===== src/rtl/id_ex_stage_if.sv =====
// ID/EX boundary bundle: decoded control plus operands coming in from ID,
// registered copies going out to EX, and the PC / IF-ID stall enables going back.
interface id_ex_if #(
    parameter int DATA_W = 32,
    parameter int REG_W  = 5
);
    logic              id_reg_dst, id_alu_src, id_mem_to_reg, id_reg_write;
    logic              id_mem_read, id_mem_write, id_beq, id_bne, id_bgtz;
    logic [1:0]        id_alu_op;
    logic [DATA_W-1:0] id_pc_plus4, id_rs_data, id_rt_data, id_imm;
    logic [REG_W-1:0]  id_rs, id_rt, id_rd;
    logic              flush, hold;

    logic              ex_reg_dst, ex_alu_src, ex_mem_to_reg, ex_reg_write;
    logic              ex_mem_read, ex_mem_write, ex_beq, ex_bne, ex_bgtz;
    logic [1:0]        ex_alu_op;
    logic [DATA_W-1:0] ex_pc_plus4, ex_rs_data, ex_rt_data, ex_imm;
    logic [REG_W-1:0]  ex_rs, ex_rt, ex_rd;
    logic              ex_valid;
    logic              pc_write, if_id_write;

    // Upstream pipeline / test driver side.
    modport master (
        output id_reg_dst, id_alu_src, id_mem_to_reg, id_reg_write,
               id_mem_read, id_mem_write, id_beq, id_bne, id_bgtz, id_alu_op,
               id_pc_plus4, id_rs_data, id_rt_data, id_imm, id_rs, id_rt, id_rd,
               flush, hold,
        input  ex_reg_dst, ex_alu_src, ex_mem_to_reg, ex_reg_write,
               ex_mem_read, ex_mem_write, ex_beq, ex_bne, ex_bgtz, ex_alu_op,
               ex_pc_plus4, ex_rs_data, ex_rt_data, ex_imm, ex_rs, ex_rt, ex_rd,
               ex_valid, pc_write, if_id_write
    );

    // Pipeline register side.
    modport slave (
        input  id_reg_dst, id_alu_src, id_mem_to_reg, id_reg_write,
               id_mem_read, id_mem_write, id_beq, id_bne, id_bgtz, id_alu_op,
               id_pc_plus4, id_rs_data, id_rt_data, id_imm, id_rs, id_rt, id_rd,
               flush, hold,
        output ex_reg_dst, ex_alu_src, ex_mem_to_reg, ex_reg_write,
               ex_mem_read, ex_mem_write, ex_beq, ex_bne, ex_bgtz, ex_alu_op,
               ex_pc_plus4, ex_rs_data, ex_rt_data, ex_imm, ex_rs, ex_rt, ex_rd,
               ex_valid, pc_write, if_id_write
    );
endinterface


===== src/rtl/id_ex_stage.sv =====
// ID/EX pipeline register with load-use bubble insertion, flush/hold handling
// and saturating stall/flush event counters.
module id_ex_stage #(
    parameter int DATA_W = 32,
    parameter int REG_W  = 5,
    parameter int CNT_W  = 16
) (
    input  logic             clk,
    input  logic             rst,
    id_ex_if.slave           bus,
    output logic [CNT_W-1:0] stall_cnt,
    output logic [CNT_W-1:0] flush_cnt
);

    typedef struct packed {
        logic              reg_dst;
        logic              alu_src;
        logic              mem_to_reg;
        logic              reg_write;
        logic              mem_read;
        logic              mem_write;
        logic              beq;
        logic              bne;
        logic              bgtz;
        logic [1:0]        alu_op;
        logic [DATA_W-1:0] pc_plus4;
        logic [DATA_W-1:0] rs_data;
        logic [DATA_W-1:0] rt_data;
        logic [DATA_W-1:0] imm;
        logic [REG_W-1:0]  rs;
        logic [REG_W-1:0]  rt;
        logic [REG_W-1:0]  rd;
        logic              valid;
    } ex_t;

    ex_t              ex_q, ex_d;
    ex_t              id_word, bubble_word;
    logic [CNT_W-1:0] stall_cnt_q, stall_cnt_d;
    logic [CNT_W-1:0] flush_cnt_q, flush_cnt_d;
    logic             load_use;

    function automatic logic [CNT_W-1:0] sat_inc(input logic [CNT_W-1:0] c);
        return (c == '1) ? c : c + CNT_W'(1);
    endfunction

    // A load in EX whose destination is read by the ID instruction; $zero never hazards.
    assign load_use = ex_q.valid & ex_q.mem_read & (ex_q.rt != '0) &
                      ((ex_q.rt == bus.id_rs) | (ex_q.rt == bus.id_rt));

    // Flush wins over hold so a taken-branch redirect always lands.
    assign bus.pc_write    = bus.flush | (~bus.hold & ~load_use);
    assign bus.if_id_write = bus.flush | (~bus.hold & ~load_use);

    always_comb begin
        id_word.reg_dst    = bus.id_reg_dst;
        id_word.alu_src    = bus.id_alu_src;
        id_word.mem_to_reg = bus.id_mem_to_reg;
        id_word.reg_write  = bus.id_reg_write;
        id_word.mem_read   = bus.id_mem_read;
        id_word.mem_write  = bus.id_mem_write;
        id_word.beq        = bus.id_beq;
        id_word.bne        = bus.id_bne;
        id_word.bgtz       = bus.id_bgtz;
        id_word.alu_op     = bus.id_alu_op;
        id_word.pc_plus4   = bus.id_pc_plus4;
        id_word.rs_data    = bus.id_rs_data;
        id_word.rt_data    = bus.id_rt_data;
        id_word.imm        = bus.id_imm;
        id_word.rs         = bus.id_rs;
        id_word.rt         = bus.id_rt;
        id_word.rd         = bus.id_rd;
        id_word.valid      = 1'b1;
    end

    // A bubble keeps the operand data but carries no control and no valid bit.
    always_comb begin
        bubble_word            = id_word;
        bubble_word.reg_dst    = 1'b0;
        bubble_word.alu_src    = 1'b0;
        bubble_word.mem_to_reg = 1'b0;
        bubble_word.reg_write  = 1'b0;
        bubble_word.mem_read   = 1'b0;
        bubble_word.mem_write  = 1'b0;
        bubble_word.beq        = 1'b0;
        bubble_word.bne        = 1'b0;
        bubble_word.bgtz       = 1'b0;
        bubble_word.alu_op     = 2'b00;
        bubble_word.valid      = 1'b0;
    end

    always_comb begin
        // NOTE: every output gets a default first so no path can infer a latch.
        ex_d        = ex_q;
        stall_cnt_d = stall_cnt_q;
        flush_cnt_d = flush_cnt_q;
        if (bus.flush) begin
            ex_d        = bubble_word;
            flush_cnt_d = sat_inc(flush_cnt_q);
        end else if (bus.hold) begin
            ex_d = ex_q;
        end else if (load_use) begin
            ex_d        = bubble_word;
            stall_cnt_d = sat_inc(stall_cnt_q);
        end else begin
            ex_d = id_word;
        end
    end

    // NOTE: state updates use non-blocking assignments so every flop samples pre-edge values.
    always_ff @(posedge clk or posedge rst) begin
        if (rst) begin
            ex_q        <= '0;
            stall_cnt_q <= '0;
            flush_cnt_q <= '0;
        end else begin
            ex_q        <= ex_d;
            stall_cnt_q <= stall_cnt_d;
            flush_cnt_q <= flush_cnt_d;
        end
    end

    assign bus.ex_reg_dst    = ex_q.reg_dst;
    assign bus.ex_alu_src    = ex_q.alu_src;
    assign bus.ex_mem_to_reg = ex_q.mem_to_reg;
    assign bus.ex_reg_write  = ex_q.reg_write;
    assign bus.ex_mem_read   = ex_q.mem_read;
    assign bus.ex_mem_write  = ex_q.mem_write;
    assign bus.ex_beq        = ex_q.beq;
    assign bus.ex_bne        = ex_q.bne;
    assign bus.ex_bgtz       = ex_q.bgtz;
    assign bus.ex_alu_op     = ex_q.alu_op;
    assign bus.ex_pc_plus4   = ex_q.pc_plus4;
    assign bus.ex_rs_data    = ex_q.rs_data;
    assign bus.ex_rt_data    = ex_q.rt_data;
    assign bus.ex_imm        = ex_q.imm;
    assign bus.ex_rs         = ex_q.rs;
    assign bus.ex_rt         = ex_q.rt;
    assign bus.ex_rd         = ex_q.rd;
    assign bus.ex_valid      = ex_q.valid;

    assign stall_cnt = stall_cnt_q;
    assign flush_cnt = flush_cnt_q;

endmodule

===== src/flat_wrapper.sv =====
// flat-port wrapper written by rule: the top's interface ports become plain ports
module id_ex_stage_flat 
#(
    parameter int DATA_W = 32,
    parameter int REG_W  = 5,
    parameter int CNT_W  = 16
)
  (clk, rst, stall_cnt, flush_cnt, bus_id_reg_dst, bus_id_alu_src, bus_id_mem_to_reg, bus_id_reg_write, bus_id_mem_read, bus_id_mem_write, bus_id_beq, bus_id_bne, bus_id_bgtz, bus_id_alu_op, bus_id_pc_plus4, bus_id_rs_data, bus_id_rt_data, bus_id_imm, bus_id_rs, bus_id_rt, bus_id_rd, bus_flush, bus_hold, bus_ex_reg_dst, bus_ex_alu_src, bus_ex_mem_to_reg, bus_ex_reg_write, bus_ex_mem_read, bus_ex_mem_write, bus_ex_beq, bus_ex_bne, bus_ex_bgtz, bus_ex_alu_op, bus_ex_pc_plus4, bus_ex_rs_data, bus_ex_rt_data, bus_ex_imm, bus_ex_rs, bus_ex_rt, bus_ex_rd, bus_ex_valid, bus_pc_write, bus_if_id_write);
  id_ex_if #(.DATA_W(DATA_W), .REG_W(REG_W)) bus_i ();
  input  logic clk;
  input  logic rst;
  output logic [CNT_W-1:0] stall_cnt;
  output logic [CNT_W-1:0] flush_cnt;
  input wire logic [$bits(bus_i.id_reg_dst)-1:0] bus_id_reg_dst;
  input wire logic [$bits(bus_i.id_alu_src)-1:0] bus_id_alu_src;
  input wire logic [$bits(bus_i.id_mem_to_reg)-1:0] bus_id_mem_to_reg;
  input wire logic [$bits(bus_i.id_reg_write)-1:0] bus_id_reg_write;
  input wire logic [$bits(bus_i.id_mem_read)-1:0] bus_id_mem_read;
  input wire logic [$bits(bus_i.id_mem_write)-1:0] bus_id_mem_write;
  input wire logic [$bits(bus_i.id_beq)-1:0] bus_id_beq;
  input wire logic [$bits(bus_i.id_bne)-1:0] bus_id_bne;
  input wire logic [$bits(bus_i.id_bgtz)-1:0] bus_id_bgtz;
  input wire logic [$bits(bus_i.id_alu_op)-1:0] bus_id_alu_op;
  input wire logic [$bits(bus_i.id_pc_plus4)-1:0] bus_id_pc_plus4;
  input wire logic [$bits(bus_i.id_rs_data)-1:0] bus_id_rs_data;
  input wire logic [$bits(bus_i.id_rt_data)-1:0] bus_id_rt_data;
  input wire logic [$bits(bus_i.id_imm)-1:0] bus_id_imm;
  input wire logic [$bits(bus_i.id_rs)-1:0] bus_id_rs;
  input wire logic [$bits(bus_i.id_rt)-1:0] bus_id_rt;
  input wire logic [$bits(bus_i.id_rd)-1:0] bus_id_rd;
  input wire logic [$bits(bus_i.flush)-1:0] bus_flush;
  input wire logic [$bits(bus_i.hold)-1:0] bus_hold;
  output wire logic [$bits(bus_i.ex_reg_dst)-1:0] bus_ex_reg_dst;
  output wire logic [$bits(bus_i.ex_alu_src)-1:0] bus_ex_alu_src;
  output wire logic [$bits(bus_i.ex_mem_to_reg)-1:0] bus_ex_mem_to_reg;
  output wire logic [$bits(bus_i.ex_reg_write)-1:0] bus_ex_reg_write;
  output wire logic [$bits(bus_i.ex_mem_read)-1:0] bus_ex_mem_read;
  output wire logic [$bits(bus_i.ex_mem_write)-1:0] bus_ex_mem_write;
  output wire logic [$bits(bus_i.ex_beq)-1:0] bus_ex_beq;
  output wire logic [$bits(bus_i.ex_bne)-1:0] bus_ex_bne;
  output wire logic [$bits(bus_i.ex_bgtz)-1:0] bus_ex_bgtz;
  output wire logic [$bits(bus_i.ex_alu_op)-1:0] bus_ex_alu_op;
  output wire logic [$bits(bus_i.ex_pc_plus4)-1:0] bus_ex_pc_plus4;
  output wire logic [$bits(bus_i.ex_rs_data)-1:0] bus_ex_rs_data;
  output wire logic [$bits(bus_i.ex_rt_data)-1:0] bus_ex_rt_data;
  output wire logic [$bits(bus_i.ex_imm)-1:0] bus_ex_imm;
  output wire logic [$bits(bus_i.ex_rs)-1:0] bus_ex_rs;
  output wire logic [$bits(bus_i.ex_rt)-1:0] bus_ex_rt;
  output wire logic [$bits(bus_i.ex_rd)-1:0] bus_ex_rd;
  output wire logic [$bits(bus_i.ex_valid)-1:0] bus_ex_valid;
  output wire logic [$bits(bus_i.pc_write)-1:0] bus_pc_write;
  output wire logic [$bits(bus_i.if_id_write)-1:0] bus_if_id_write;
  assign bus_i.id_reg_dst = bus_id_reg_dst;
  assign bus_i.id_alu_src = bus_id_alu_src;
  assign bus_i.id_mem_to_reg = bus_id_mem_to_reg;
  assign bus_i.id_reg_write = bus_id_reg_write;
  assign bus_i.id_mem_read = bus_id_mem_read;
  assign bus_i.id_mem_write = bus_id_mem_write;
  assign bus_i.id_beq = bus_id_beq;
  assign bus_i.id_bne = bus_id_bne;
  assign bus_i.id_bgtz = bus_id_bgtz;
  assign bus_i.id_alu_op = bus_id_alu_op;
  assign bus_i.id_pc_plus4 = bus_id_pc_plus4;
  assign bus_i.id_rs_data = bus_id_rs_data;
  assign bus_i.id_rt_data = bus_id_rt_data;
  assign bus_i.id_imm = bus_id_imm;
  assign bus_i.id_rs = bus_id_rs;
  assign bus_i.id_rt = bus_id_rt;
  assign bus_i.id_rd = bus_id_rd;
  assign bus_i.flush = bus_flush;
  assign bus_i.hold = bus_hold;
  assign bus_ex_reg_dst = bus_i.ex_reg_dst;
  assign bus_ex_alu_src = bus_i.ex_alu_src;
  assign bus_ex_mem_to_reg = bus_i.ex_mem_to_reg;
  assign bus_ex_reg_write = bus_i.ex_reg_write;
  assign bus_ex_mem_read = bus_i.ex_mem_read;
  assign bus_ex_mem_write = bus_i.ex_mem_write;
  assign bus_ex_beq = bus_i.ex_beq;
  assign bus_ex_bne = bus_i.ex_bne;
  assign bus_ex_bgtz = bus_i.ex_bgtz;
  assign bus_ex_alu_op = bus_i.ex_alu_op;
  assign bus_ex_pc_plus4 = bus_i.ex_pc_plus4;
  assign bus_ex_rs_data = bus_i.ex_rs_data;
  assign bus_ex_rt_data = bus_i.ex_rt_data;
  assign bus_ex_imm = bus_i.ex_imm;
  assign bus_ex_rs = bus_i.ex_rs;
  assign bus_ex_rt = bus_i.ex_rt;
  assign bus_ex_rd = bus_i.ex_rd;
  assign bus_ex_valid = bus_i.ex_valid;
  assign bus_pc_write = bus_i.pc_write;
  assign bus_if_id_write = bus_i.if_id_write;
  id_ex_stage #(.DATA_W(DATA_W), .REG_W(REG_W), .CNT_W(CNT_W)) u_core (.clk(clk), .rst(rst), .bus(bus_i), .stall_cnt(stall_cnt), .flush_cnt(flush_cnt));
endmodule

===== config.mk =====
export PLATFORM = sky130hd
export DESIGN_NAME = id_ex_stage_flat
export DESIGN_NICKNAME = d
export VERILOG_FILES = /design/src/rtl/id_ex_stage_if.sv /design/src/rtl/id_ex_stage.sv /design/src/flat_wrapper.sv
export SDC_FILE = /design/constraint.sdc
export NUM_CORES = 1
export LEC_CHECK = 0
export ABC_CLOCK_PERIOD_IN_PS = 7200
export CORE_MARGIN = 1
export CORE_UTILIZATION = 43
export CTS_BUF_LIST = sky130_fd_sc_hd__clkbuf_4 sky130_fd_sc_hd__clkbuf_8
export DETAILED_ROUTE_END_ITERATION = 10
export PLACE_DENSITY = 0.92
export SYNTH_ARGS = -nofsm -noshare
export SYNTH_HDL_FRONTEND = slang
export SYNTH_SLANG_ARGS = --single-unit

===== constraint.sdc =====
create_clock -name clk -period 7.2 [get_ports clk]
set_input_delay 1.08 -clock clk [delete_from_list [all_inputs] [get_ports clk]]
set_output_delay 1.08 -clock clk [all_outputs]
set_load 0.1 [all_outputs]

==> results by group <==
Global route
  – Met3 Track Usage GR: 0.0811
  – GR peak layer: met2
  – Largest net degree at the start of global routing: 116
  – Number of global-route vias before repair: 6580
  – GRT Resource Usage Total: 0.235
  – Global-route met1 utilization: 0.268
  – First-pass GRT wire length: 33100 um
  – Initial antenna violation count: 1
  – Remaining Overflow, GRT: 0
  – Met2 Track Usage GR: 0.410

Floorplan
  – Die H: 135 um
  – I/O pin cnt: 347
  – Core box area: 0.0172 mm2
  – Die area: 0.0181 mm2
  – Initial core utilization: 0.439
  – Die width: 135 um
  – Std cell rows: 48

CTS
  – Root Buffer: clkbuf_8
  – CTS tree: done
  – CTS Hold Buffers Added: 0
  – Worst skew pair latency: 0.45 ns
  – Postcts setup bufs: 0
  – Total clock sinks: 187
  – # resized after CTS: 0
  – Clock transition at the registers of the reported paths: 0.09 ns
  – H-tree levels: 4
  – Clock Path Buffers: 2
  – Total CTS buffers: 17

Timing
  – Max-slew headroom: 0.291
  – Fmax achieved: 204 MHz
  – Tcrit/Tclk final: 0.681
  – Final slew viol count: 0
  – Crit path time final: 4.91 ns
  – Setup Skew: 0.0140 ns
  – Final hold vios: 0
  – Setup tns final: 0 ns
  – Worst slew pin tran: 1.06 ns
  – Worst hold slack: 0.468 ns
  – Unrepaired setup endpoints after global routing: false
  – Setup violators final: 0

Yosys
  – Synth unique cells: 37
  – Synthesis Warnings: 0
  – Syn_nets: 967
  – Cell count after synthesis: 807
  – Avg Synthesized Cell Area: 9.37 um2
  – Flops & latches, synth: 187
  – Sequential cell area fraction in the yosys report: 0.619
  – Mapped cell area: 0.00756 mm2

Finish
  – Area Overhead vs Synth: 53.5%
  – Diode count: 0
  – Post-layout util: 0.673
  – Nets: 1297
  – Share of cells above drive strength 1: 0.0470

Critical path
  – CP top delay family: buffers and inverters
  – CP max-delay cell: clkdlybuf4s50_1
  – Critical-path cell list: clkdlybuf4s50_1 -> xnor2_1 -> nand3_1 -> o22ai_4 -> nand2b_4 -> a21o_1 -> clkdlybuf4s50_1
  – Cell depth of the worst setup path: 7
  – CP Buf/Inv Count: 2
  – Reg2reg end: u_core.flush_cnt[1]$_DFFE_PP0P_
  – Critical Path Source Type: primary input
  – R2r setup slk: 5.16 ns
  – WP data required: 6.12 ns
  – Max incr delay on CP: 0.97 ns
  – CP Capture Type: primary output
  – Data arrival time of the critical path: 3.83 ns
  – CP dominant cell by count: clkdlybuf4s50_1
  – Reg2Reg Depth: 4
  – Worst r2r src: u_core.flush_cnt[0]$_DFFE_PP0P_
  – Highest fanout seen on the critical path: 16
  – Crit Path Class: in -> out

Routing
  – Pre-antenna DRT Iters: 5
  – Initial DRC count: 328
  – Via/cell ratio: 4.85
  – DR vias: 6671
  – DRC: 0
  – Antenna Nets Post-Route: 0
  – Post-Route WL: 21400 um
  – Wire per inst: 15.6 um

Worst hold path
  – WHS Endpoint: u_core.bus.ex_rt_data[16]$_DFFE_PP0P_
  – Hold Path Depth: 2
  – Hold Crit Class: reg -> reg
  – Hold_sp: u_core.bus.ex_rt_data[16]$_DFFE_PP0P_

Pwr
  – Flop pwr share: 0.395
  – Comb power frac: 0.370
  – Sw Share: 0.425
  – PwrDens: 264 mW/mm2
  – Design internal power: 1760 uW
  – Lkg Pwr: 0.00552 uW
  – Clk pwr share: 0.235
  – Psw: 1300 uW
  – Max VDD drop: 0.170 mV

Run
  – Max-cap violation count: 0

Place
  – Routability cong.: 0.867
  – Port Buffers: 346
  – DP Wirelength: 15600 um

Outcome
  – Status: complete, no violations
-- worst reg2reg max path, delay by kind of cell, from the launching register on --
kind	cells	cell delay (ns)
mux	1	0.41
simple gates	1	0.27
compound gates	1	0.54
fa+ha+maj	1	0.26
flops	1	0.46
-- stage by stage --
| stage | instances | total power (uW) | cell area, um2 | setup slack, ns |
|---|---|---|---|---|
| global placement | 1343 | 2350 | 11200 | 2.41 |
| detailed placement | 1343 | 2370 | 11200 | 2.32 |
| CTS | 1375 | 3090 | 11600 | 2.32 |
| finish | 1375 | 3070 | 11600 | 2.29 |
| floorplan | 807 | 2030 | 7560 | 1.03 |
| global route | 1375 | 3180 | 11600 | 2.21 |
-- worst max-delay path by stage --
stage	startpoint	to	slack, ns
final	bus_id_rs[3]	bus_pc_write	2.29
after global routing	bus_id_rs[3]	bus_pc_write	2.21
after CTS	bus_id_rs[3]	bus_pc_write	2.32
after detailed placement	bus_id_rs[3]	bus_pc_write	2.32
after global placement	bus_id_rs[3]	bus_if_id_write	2.41
after floorplan	rst	u_core.bus.ex_alu_op[0]$_DFFE_PP0P_	1.03
-- cell type report --
cell class	instances	area (um2)
clock buffers	21	277
well taps	225	282
clock inverters	11	135
fillers	1284	5630
inverters	3	16.3
flip-flops and latches	187	4680
multi-input cells	578	2730
repair buffers	350	3490
-- metal layers --
layer	up-vias	part of all wire	routed length, um
li1	3201	-	-
met1	3158	0.39	8330
met2	279	0.51	10900
met3	31	0.087	1860
met4	2	0.015	315
met5	-	0.00065	14
-- power by group through the flow --
stage | Combinational, uW | Clock (uW) | Sequential (uW)
3_3_place_gp | 1120 | 0 | 1230
6_report | 1130 | 719 | 1210
2_1_floorplan | 152 | 0 | 1880
4_1_cts | 1140 | 740 | 1210
3_5_place_dp | 1140 | 0 | 1230
5_1_grt | 1170 | 779 | 1220
-- logic make-up (layout without fill, tap and decap cells) --
| family | Yosys count | in the layout | share of synthesized area |
|---|---|---|---|
| AND/OR/NAND/NOR | 513 | 513 | 0.277 |
| flip-flops | 187 | 187 | 0.619 |
| buffers and inverters | 42 | 385 | 0.0228 |
| XOR/XNOR | 38 | 38 | 0.0440 |
| AO/OA/AOI/OAI | 22 | 22 | 0.0296 |
| multiplexers | 3 | 3 | 0.00447 |
| adder cells (fa/ha/maj) | 2 | 2 | 0.00331 |
-- synthesized netlist by cell type --
cell type / n / area [um2]
nand2_1: 441 / 1660
dfrtp_1: 187 / 4680
xnor2_1: 34 / 298
clkbuf_1: 27 / 101
and3_1: 23 / 144
nand3_1: 15 / 75.1
nand4_1: 13 / 81.3
a22o_2: 7 / 70.1
buf_1: 7 / 26.3
nor2_1: 7 / 26.3
and4_1: 4 / 35.0
xor2_1: 4 / 35.0
buf_2: 3 / 15.0
inv_1: 3 / 11.3
nor3_1: 3 / 15.0
a211oi_1: 2 / 15.0
a22o_1: 2 / 17.5
a31oi_1: 2 / 12.5
a32o_1: 2 / 20.0
ha_1: 2 / 25.0
mux2_2: 2 / 22.5
o21a_1: 2 / 15.0
a21o_1: 1 / 7.51
a21oi_4: 1 / 16.3
a41oi_1: 1 / 8.76
and3b_1: 1 / 8.76
buf_4: 1 / 7.51
buf_6: 1 / 11.3
mux2_1: 1 / 11.3
nand2b_1: 1 / 6.26
nand2b_4: 1 / 13.8
nand3_2: 1 / 10.0
nor2b_1: 1 / 6.26
nor3b_1: 1 / 7.51
o211ai_4: 1 / 21.3
o22ai_4: 1 / 20.0
or4_4: 1 / 11.3
-- cells in the final DEF, fill, tap and decap left out, types with 2 or more instances in the layout --
cell type and n:
nor2_1 6, xnor2_1 34, a31oi_1 2, nand3_1 15
clkbuf_8 19, nand2_1 440, clkbuf_4 2, dfrtp_1 187
a22o_1 2, inv_1 2, clkinv_4 2, a22o_2 7
clkdlybuf4s50_1 346, nand4_1 13, and3_1 23, and4_1 4
inv_6 4, xor2_1 4, bufinv_16 2, clkinvlp_4 2
buf_4 4, nor3_1 3, mux2_2 2, o21a_1 2
a211oi_1 2, ha_1 2, a32o_1 2
Note: power is estimated with default switching activity, not from simulation.
